--- src/rtl/penc_rr_arbiter.sv ---
// -----------------------------------------------------------------------------
// penc_rr_arbiter
//
// N-requester arbiter built around a priority-encoder core. It registers
// grant, grant_idx and grant_valid, holds a grant for as long as the owner
// keeps its request high, and arbitrates either by fixed priority or by
// round-robin.
//
// Parameters:
//   N        number of requesters (>= 2)
//   IDX_W    width of grant_idx, derived as $clog2(N); leave at its default
//   MODE     0 = fixed priority (highest index wins), 1 = round-robin
//   MAX_HOLD longest grant in cycles; only used when ARB_TIMEOUT_EN is defined
//
// Compile-time option:
//   ARB_TIMEOUT_EN  when defined, a hold counter force-revokes any grant held
//                   for MAX_HOLD cycles and pulses timeout for one cycle. When
//                   undefined, grants are held indefinitely and timeout is 0.
//
// Ports:
//   clk          rising-edge clock
//   rst_n        asynchronous active-low reset
//   req[N]       request vector, bit i = requester i wants the resource
//   grant[N]     registered one-hot grant (all zero when idle)
//   grant_idx    registered binary index of the owner, 0 when idle
//   grant_valid  high while a grant is active
//   timeout      one-cycle pulse in the IDLE cycle after a forced revoke
//   state_dbg    current FSM state (0 = IDLE, 1 = GRANT) for checkers
//
// Handshake: a requester raises req[i] and keeps it high for its whole access.
// The grant appears one cycle after req is sampled in IDLE and stays fixed
// while req[grant_idx] is high; other requests never preempt it. Dropping
// req[grant_idx] is the release: the grant clears at the next edge, leaving
// one IDLE bubble cycle before the next grant is issued.
// -----------------------------------------------------------------------------
module penc_rr_arbiter #(
  parameter int N        = 4,
  parameter int IDX_W    = $clog2(N),
  parameter int MODE     = 0,
  parameter int MAX_HOLD = 16
) (
  input  logic             clk,
  input  logic             rst_n,
  input  logic [N-1:0]     req,
  output logic [N-1:0]     grant,
  output logic [IDX_W-1:0] grant_idx,
  output logic             grant_valid,
  output logic             timeout,
  output logic             state_dbg
);

  // ---------------------------------------------------------------------------
  // Elaboration-time parameter sanity
  // ---------------------------------------------------------------------------
  if (N < 2) begin : g_bad_n
    $error("penc_rr_arbiter: N must be at least 2");
  end
  if (MAX_HOLD < 1) begin : g_bad_hold
    $error("penc_rr_arbiter: MAX_HOLD must be at least 1");
  end

  // ---------------------------------------------------------------------------
  // FSM encoding
  // ---------------------------------------------------------------------------
  localparam logic ST_IDLE  = 1'b0;
  localparam logic ST_GRANT = 1'b1;

  localparam logic [N-1:0] ONE_LSB = {{(N-1){1'b0}}, 1'b1};

  logic             state;
  logic [IDX_W-1:0] last_idx;

  assign state_dbg = state;

  // ---------------------------------------------------------------------------
  // Fixed-priority encoder: highest set index wins. The ascending loop lets
  // later (higher) indices overwrite earlier ones.
  // ---------------------------------------------------------------------------
  logic [IDX_W-1:0] fp_idx;

  always_comb begin
    fp_idx = '0;
    for (int i = 0; i < N; i++) begin
      if (req[i]) begin
        fp_idx = IDX_W'(i);
      end
    end
  end

  // ---------------------------------------------------------------------------
  // Round-robin encoder: search downward from last_idx-1, wrapping modulo N,
  // so that last_idx itself is visited last. With last_idx = 0 out of reset
  // the search starts at N-1 and matches fixed priority. Only indices below N
  // are ever produced, which keeps non-power-of-2 N in range.
  // ---------------------------------------------------------------------------
  logic [IDX_W-1:0] rr_idx;
  logic             rr_found;

  always_comb begin
    int cand;
    cand     = 0;
    rr_idx   = '0;
    rr_found = 1'b0;
    for (int k = 1; k <= N; k++) begin
      cand = (int'(last_idx) + N - k) % N;
      if (!rr_found && req[cand]) begin
        rr_found = 1'b1;
        rr_idx   = IDX_W'(cand);
      end
    end
  end

  // ---------------------------------------------------------------------------
  // Winner selection and release detection
  // ---------------------------------------------------------------------------
  logic [IDX_W-1:0] win_idx;
  logic [N-1:0]     win_onehot;
  logic             any_req;
  logic             owner_req;

  assign any_req    = |req;
  assign win_idx    = (MODE == 1) ? rr_idx : fp_idx;
  assign win_onehot = ONE_LSB << win_idx;
  assign owner_req  = req[grant_idx];

  // ---------------------------------------------------------------------------
  // Optional hold-time limiter
  // ---------------------------------------------------------------------------
  logic revoke;

`ifdef ARB_TIMEOUT_EN
  localparam int CNT_W = $clog2(MAX_HOLD + 1);

  logic [CNT_W-1:0] hold_cnt;

  // The counter holds the number of completed GRANT cycles minus one, so the
  // edge that ends the MAX_HOLD-th visible grant cycle sees MAX_HOLD-1.
  assign revoke = (state == ST_GRANT) && owner_req &&
                  (hold_cnt == CNT_W'(MAX_HOLD - 1));

  always_ff @(posedge clk or negedge rst_n) begin
    if (!rst_n) begin
      hold_cnt <= '0;
    end else if (state == ST_IDLE) begin
      // Cleared on every entry to GRANT (and kept clear while idle).
      hold_cnt <= '0;
    end else if (owner_req && !revoke) begin
      hold_cnt <= hold_cnt + CNT_W'(1);
    end else begin
      hold_cnt <= '0;
    end
  end
`else
  assign revoke = 1'b0;
`endif

  // ---------------------------------------------------------------------------
  // Main FSM and registered outputs
  // ---------------------------------------------------------------------------
  always_ff @(posedge clk or negedge rst_n) begin
    if (!rst_n) begin
      state       <= ST_IDLE;
      grant       <= '0;
      grant_idx   <= '0;
      grant_valid <= 1'b0;
      timeout     <= 1'b0;
      last_idx    <= '0;
    end else begin
      case (state)
        ST_IDLE: begin
          // timeout is only ever high for the first IDLE cycle.
          timeout <= 1'b0;
          if (any_req) begin
            grant       <= win_onehot;
            grant_idx   <= win_idx;
            grant_valid <= 1'b1;
            state       <= ST_GRANT;
          end
        end

        ST_GRANT: begin
          if (!owner_req || revoke) begin
            // Release (or forced revoke) is handled first; any competing
            // requests are arbitrated in the following IDLE cycle with the
            // updated last_idx.
            grant       <= '0;
            grant_idx   <= '0;
            grant_valid <= 1'b0;
            last_idx    <= grant_idx;
            timeout     <= revoke;
            state       <= ST_IDLE;
          end
        end

        default: begin
          state       <= ST_IDLE;
          grant       <= '0;
          grant_idx   <= '0;
          grant_valid <= 1'b0;
          timeout     <= 1'b0;
        end
      endcase
    end
  end

endmodule

--- config.mk ---
export PLATFORM = sky130hd
export DESIGN_NAME = penc_rr_arbiter
export DESIGN_NICKNAME = d
export VERILOG_FILES = /design/src/rtl/penc_rr_arbiter.sv
export SDC_FILE = /design/constraint.sdc
export NUM_CORES = 1
export LEC_CHECK = 0
export BUFFER_PORTS_ARGS = -buffer_cell sky130_fd_sc_hd__buf_4
export CAP_MARGIN = 10
export CELL_PAD_IN_SITES_DETAIL_PLACEMENT = 1
export CELL_PAD_IN_SITES_GLOBAL_PLACEMENT = 1
export CORE_AREA = 2 2 39 41
export CTS_CLUSTER_SIZE = 30
export DETAILED_ROUTE_END_ITERATION = 7
export DIE_AREA = 0 0 41 43
export PLACE_DENSITY_LB_ADDON = 0.25
export SLEW_MARGIN = 15
export SYNTH_ARGS = -nofsm -noshare
export SYNTH_HDL_FRONTEND = slang
export SYNTH_SLANG_ARGS = --single-unit
export TNS_END_PERCENT = 5
--- constraint.sdc ---
create_clock -name clk -period 2.1 [get_ports clk]
set_input_delay 0.105 -clock clk [delete_from_list [all_inputs] [get_ports clk]]
set_output_delay 0.105 -clock clk [all_outputs]
set_load 0.01 [all_outputs]
==> results of run 1 <==
==> layer usage <==
metal  global-route usage, %  wire length, um  vias to the layer above
met2                    20.6              469                        8
met3                    8.38               59                        2
met4                    8.00               10                        0
li1                        -                -                      190
met5                       0                0                        -
met1                    22.0              529                      185
==> synth_stat cells <==
master,count
nand2_1,1
mux2_2,1
conb_1,1
mux4_2,1
nor3_1,1
clkbuf_1,1
a21o_1,1
o21ai_0,3
buf_4,1
o22a_1,1
a21oi_1,8
a31oi_1,1
o221ai_1,1
nor2_1,2
nand3b_1,1
o21ai_1,2
nor4_2,1
dfrtp_1,8
o41ai_1,1
nand2b_1,1
inv_1,3
nand3_1,2
==> cells by family after synthesis <==
family,Yosys count
AND/OR/NAND/NOR,9
AO/OA/AOI/OAI,18
multiplexers,2
flip-flops,8
other,1
buffers and inverters,5
==> state kept, by name (all words and copies together) (netlist names) <==
name	flops
grant	4
grant_valid	1
grant_idx	2
state_dbg	1
==> worst max-delay path by stage <==
stage,start,end,cells past startpoint
global route,grant_idx[0],grant[3],3
finish,grant_idx[0],grant[3],3
CTS,grant_idx[0],grant[3],3
global placement,grant_idx[0],grant[2],3
detailed placement,grant_idx[0],grant[2],3
floorplan,grant_idx[0],grant[2],3
==> power by group through the flow <==
stage               sequential [mW]  clock, mW  combinational [mW]
finish                        0.299      0.118               0.311
floorplan                     0.297          0               0.168
global placement              0.299          0               0.310
detailed placement            0.301          0               0.313
CTS                           0.299      0.126               0.317
global route                  0.312      0.135               0.346
==> metrics by stage <==
stage          std cells  hold slack [ps]  total power, mW  setup WS [ps]  instance area, um2
2_1_floorplan         43             -191            0.466            757                 418
3_3_place_gp          70            -69.2            0.610            749                 524
3_5_place_dp          70            -65.9            0.614            732                 524
4_1_cts               74             72.6            0.742            703                 557
5_1_grt               74             79.8            0.793            612                 557
6_report              74             80.9            0.727            709                 557
==> what timing repair did <==
action	in CTS	in global routing
resized for setup	0	0
hold buffers	1	0
endpoints found under the hold margin	8	0
==> final cells by class <==
| type | count | area share (%) |
|---|---|---|
| multi-input cells | 30 | 35.1 |
| repair buffers | 14 | 19.3 |
| clock buffers | 3 | 4.04 |
| flip-flops and latches | 8 | 36.0 |
| well taps | 16 | 3.60 |
| inverters | 3 | 2.02 |
==> results.md, run 1 <==
- In the final routed layout, each cell accounts on average for 14.4 um.
- Setup repair after global routing left no endpoint under its margin.
- Across the whole layout, storage elements account for 200 um2.
- In this design, the stage delay of the slowest critical-path cell is 600 ps.
- Counting cells, the worst reg-to-reg path comes to 3.
- Combinational cells account for 42.7% of the total power.
- Sequential cells account for 41.1% of the total power.
- The first global-routing pass estimated 1.86 mm of wire.
- The final layout contains 66 nets.
- The clock buffer count from CTS is 3.
- The antenna violation net count after detailed routing is 0.
- The standard-cell row count is 14.
- The length of the first detailed-routing pass in iterations is 2.
- Along the worst path, the maximum fanout reaches 6.
- The critical path buffer and inverter count is 0.
- For hold timing, the worst endpoint is grant[1].
- The final worst-path cycle share is 66.2%.
- The arrival time of data at the critical path endpoint is 1520 ps.
- The buffer cell driving the clock tree root is clkbuf_4.
- The synthesized design contains 8 register bits.
- The synthesized-area fraction occupied by ao, oa, aoi and oai cells is 25.1%.
- The die is 43 um tall.
- Leaving out fill and tap cells, the most frequent cells in the layout are buf_4, a21oi_1, dfrtp_1.
- The synthesized netlist devotes 12.6% of its cell area to simple gates.
- Entering global routing, the biggest net connects 13 pins.
- Compared with the post-synthesis result, the final layout area differs by 33.2%.
- The synthesized netlist occupies a cell area of 418 um2.
- STA classifies the critical path startpoint as a flop.
- Input and output buffers added on the ports amount to 13.
- The max-slew violation total from the final report is 0.
- At the end of routability-driven placement, the weighted congestion stood at 0.701.
- The run finished with clean final reports.
- The starting utilization of the core area is 30.2%.
- The first routing iteration left 2 violations.
- The synthesized netlist devotes 0% of its cell area to XOR and XNOR gates.
- The overall via count from detail_route is 385.
- Summed over all layers, the global routing overflow is 0.
- The clock network burns 16.2% of the power.
- Of the total synthesized cell area, the portion taken by full adders, half adders and majority gates is 0%.
- The hold path startpoint is req[3].
- The fraction of the core area covered by cells at the end of the flow is 40.2%.
- The horizontal die dimension is 41 um.
- The worst reg2reg path endpoint is grant[3].
- The post-synthesis average cell area is 9.72 um2.
- The type of element capturing the critical path is a flop.
- During I/O placement, the number of pins put on the boundary was 15.
- In the global route stage, overall resource usage came out at 16.2%.
- Max-cap violations in this run came to 0.
- The remaining routing DRC violations is 0.
- The initial antenna violation count is 0.
- The synthesized design spends more area on one cell type than any other, namely dfrtp_1.
- The worst setup slack for register-to-register paths is 710 ps.
- The maximum buffer depth of the clock tree is 2.
- Grouping stages by cell kind, the critical path spends the most delay in multiplexers.
- For this run, the number of Yosys warnings is 0.
- After clock tree synthesis, the setup repair step added 0 buffers.
- The final number of hold-violating endpoints is 0.
- The die covers 0.00176 mm2.
- Clock latency on the worst-skew pair, taken at its later pin, is 250 ps.
- The signal on the critical path passes through mux4_2 -> a21oi_1 -> a21oi_1.
- The required time at the endpoint of the critical path is 2230 ps.
- The startpoint of the lowest-slack register-to-register path is grant_idx[0].
- The number of distinct library cell variants in the gate-level netlist after synthesis is 22.
- The wire-length estimate of the detail-placed layout is 753 um.
- Timing would allow up to 0.719 GHz.
- The category of the most critical setup path is reg2reg.
- The H-tree depth is 1.
- The standby leakage power is 0.257 nW.
- The repair_antennas step left the layout with diodes totalling 0.
- The post-route netlist has 32.8% of its cells at a drive strength greater than 1.
- After routing, the total negative slack on setup checks comes to 0 ps.
- The worst hold path passes through 2 cells.
- The cell count after synthesis came out at 43.
- The largest vdd supply drop is 0.674 mV.
- The minimum clock period is 1390 ps.
- In the final layout, the multi-input gates occupy 195 um2.
- Sequential elements use 47.9% of the synthesized area.
- The number of inserted filler cells in the final layout is 170.
- The via count of the first global-routing pass is 409.
- Ranked by total cell area, the synthesized netlist is headed by dfrtp_1, a21oi_1, mux4_2.
- The detail-routed via count per cell is 5.20.
- TritonCTS built the clock tree.
- Clock skew on the completed layout was measured at 5.30 ps.
- The library cell appearing most often on the critical path is a21oi_1.
- The cell internal power dissipation is 447 uW.
- Clock-pin slew was measured on the worst setup and hold paths at 60 ps.
- The class of the most critical hold timing path is in2reg.
- The cell with the biggest individual delay on the critical path is mux4_2.
- The floorplan core area is 0.00138 mm2.
- In this run the biggest area consumer among cell types represents 47.9% of the synthesized area.
- The routed wire length is 1.07 mm.
- The library cell used most frequently in the layout, excluding fill and tap cells, is buf_4.
- Net switching is 38.6% of the power.
- Power spread over the standard cell area amounts to 1310 mW/mm2.
- Setup violations remaining at the end of the flow were counted as 0.
- The analysis attributes to net switching a power of 281 uW.
- The mux share of post-synthesis cell area is 8.08%.
- The number of nets handed over by synthesis was 49.
- The TritonCTS sink count is 8.
- By area, the combinational part of the netlist is dominated by compound AO/OA/AOI/OAI gates.
No activity file was read; power rests on OpenSTA's default activity.
==> inputs of run 2 (changes only) <==
==> constraint.sdc (replaced) <==
create_clock -name clk -period 1.4 [get_ports clk]
set_input_delay 0.07 -clock clk [delete_from_list [all_inputs] [get_ports clk]]
set_output_delay 0.07 -clock clk [all_outputs]
set_load 0.01 [all_outputs]
==> results.md, run 2 (same netlist as run 1, synthesis figures left out) <==
- Run status: completed (unchanged).
- The floorplan core area is 0.00138 mm2 (unchanged).
- The detail-routed via count per cell is 5.26 (was 5.20).
- The overall via count from detail_route is 400 (was 385).
- The required time at the endpoint of the critical path is 1540 ps (was 2230 ps).
- The length of the first detailed-routing pass in iterations came to 4 (was 2).
- The total power density per cell area was 1990 mW/mm2 (was 1310 mW/mm2).
- The buffer cell driving the clock tree root is clkbuf_4 (unchanged).
- The H-tree depth came to 1 (unchanged).
- The class of the most critical hold timing path is in2reg (unchanged).
- The die extent in y is 43 um (unchanged).
- The cell internal power dissipation is 706 uW (was 447 uW).
- The fraction of the core area covered by cells at the end of the flow is 41.3% (was 40.2%).
- The max-capacitance violation count was 0 (unchanged).
- The critical path buffer and inverter count was 0 (unchanged).
- The power share of the combinational group came to 48.1% (was 42.7%).
- The overall routing resource usage was 14.8% (was 16.2%).
- The final net count is 68 (was 66).
- The estimated wirelength of the detail-placed design is 741 um (was 753 um).
- The fraction of final layout cells sized beyond drive strength 1 came to 35.0% (was 32.8%).
- Worst path cell trace: mux4_2 -> a21oi_1 -> a21oi_1 (unchanged).
- The post-CTS setup-driven buffer insertion count is 0 (unchanged).
- The weighted congestion reported at the end of routability-driven placement was 0.688 (was 0.701).
- Registers with the most flip-flops: grant (4), grant_idx (2) (unchanged).
- Top library cells by usage in the layout, fill and taps aside: buf_4, a21oi_1, dfrtp_1 (unchanged).
- The maximum buffer depth of the clock tree is 2 (unchanged).
- The clock buffer count from CTS is 3 (unchanged).
- The startpoint of the lowest-slack register-to-register path was grant_idx[0] (unchanged).
- The delay of the slowest cell on the worst path is 580 ps (was 600 ps).
- Unrepaired setup endpoints after global routing: no (unchanged).
- The via count of the first global-routing pass is 368 (was 409).
- The antenna violation net count after detailed routing is 0 (unchanged).
- The first element of the critical path is grant_idx[0] (unchanged).
- The type of element capturing the critical path is a flop (unchanged).
- The largest fanout of any net on the critical path came to 6 (unchanged).
- The largest net degree at the start of global routing is 9 (was 13).
- The share of total power in sequential cells is 36.4% (was 41.1%).
- The hold path startpoint is req[3] (unchanged).
- The minimum clock period is 1320 ps (was 1390 ps).
- The DRC violation total after the first TritonRoute iteration came to 8 (was 2).
- The cell with the biggest individual delay on the critical path is mux4_2 (unchanged).
- The starting utilization of the core area came to 30.2% (unchanged).
- The standard-cell row count is 14 (unchanged).
- The sum of overflow across all layers after global routing is 0 (unchanged).
- The TritonCTS sink count was 8 (unchanged).
- The largest register by flop count was grant (unchanged).
- The number of hold buffers added after cts is 1 (unchanged).
- The max-slew violation total from the final report came to 0 (unchanged).
- The number of flip-flops in the largest register is 4 (unchanged).
- The number of top-level design ports came to 15 (unchanged).
- The maximum clock frequency came to 0.758 GHz (was 0.719 GHz).
- The clock tree from TritonCTS is built (unchanged).
- The wire length per cell is 13.8 um (was 14.4 um).
- The standby leakage power was 0.266 nW (was 0.257 nW).
- The switching power came to 429 uW (was 281 uW).
- The post-CTS clock slew at the launch and capture registers of the worst setup and hold paths is 50 ps (was 60 ps).
- The number of inserted diodes is 0 (unchanged).
- The port buffer count was 13 (unchanged).
- The library cell appearing most often on the critical path is a21oi_1 (unchanged).
- The summed negative setup slack over all endpoints is 0 ps (unchanged).
- The final number of hold-violating endpoints is 0 (unchanged).
- The arrival time of data at the critical path endpoint is 1450 ps (was 1520 ps).
- The critical path launch point type was a flop (unchanged).
- The routed wire length came to 1.05 mm (was 1.07 mm).
- The growth of design area from synthesis to finish came to 36.8% (was 33.2%).
- The final worst-path cycle share is 94.2% (was 66.2%).
- The most common cell after layout, fill and taps aside was buf_4 (unchanged).
- The category of the most critical setup path is reg2reg (unchanged).
- The initial antenna violation count came to 0 (unchanged).
- The setup skew after layout is 5.30 ps (about the same).
- The horizontal die dimension is 41 um (unchanged).
- The number of inserted filler cells in the final layout is 164 (was 170).
- The family with the most delay on the worst path is multiplexers (unchanged).
- The clock power share is 15.5% (was 16.2%).
- The largest vdd supply drop is 1.00 mV (was 0.674 mV).
- The first-pass GRT wire length is 1.62 mm (was 1.86 mm).
- The setup violation total in the final timing report is 0 (unchanged).
- The remaining routing DRC violations was 0 (unchanged).
- The clock network latency to the later pin of the worst-skew pair is 260 ps (was 250 ps).
- The switching share of power came to 37.8% (was 38.6%).
- The count of cells resized by post-cts repair is 0 (unchanged).
- The full die area is 0.00176 mm2 (unchanged).
[run 2: changes by cell type in the layout (fill, tap and decap cells not counted)]
cell and delta:
buf_4 +2
[run 2: metrics by stage]
| stage | hold WS, ps | std cells | total power [mW] | setup slack (ps) | cell area, um2 |
|---|---|---|---|---|---|
| after floorplan | -226 | 43 | 0.698 | 57.4 | 418 |
| after global placement | -106 | 72 | 0.957 | 117 | 539 |
| after detailed placement | -107 | 72 | 0.956 | 107 | 539 |
| after CTS | 38.1 | 76 | 1.15 | 58.3 | 572 |
| after global routing | 49.7 | 76 | 1.23 | 3.97 | 572 |
| final | 54.3 | 76 | 1.14 | 80.7 | 572 |
[run 2: metal layers]
layer	wire (um)	vias to the layer above	track usage [%]	part of all wire (%)
met5	0	-	0	0
met4	21	0	8.00	2.0
met3	72	5	9.42	6.9
met2	464	11	18.1	44
met1	488	193	19.3	47
li1	-	191	-	-
[run 2: cell type report]
cell class,instances,area (um2),area share [%]
Clock buffer,3,22.5,3.94
Inverter,3,11.3,1.97
Multi-Input combinational cell,30,195,34.1
Sequential cell,8,200,35.0
Tap cell,16,20.0,3.50
Timing Repair Buffer,16,123,21.4
[run 2: path summary, 6_finish.rpt]
check                      slack [ps]  cells past startpoint     endpoint
setup / recovery                   80                      3     grant[2]
hold / removal                     50                      2     grant[1]
setup reg to reg                   80                      3     grant[2]
hold reg to reg                   510                      1  grant_valid
max in group asynchronous        1100                      2     grant[3]
min in group asynchronous         170                      2     grant[1]
[run 2: power groups by stage]
stage          sequential [mW]  combinational (mW)  clock (mW)
5_1_grt                  0.430               0.599       0.198
2_1_floorplan            0.446               0.253           0
6_report                 0.413               0.546       0.176
3_3_place_gp             0.413               0.544           0
3_5_place_dp             0.416               0.540           0
4_1_cts                  0.412               0.550       0.189
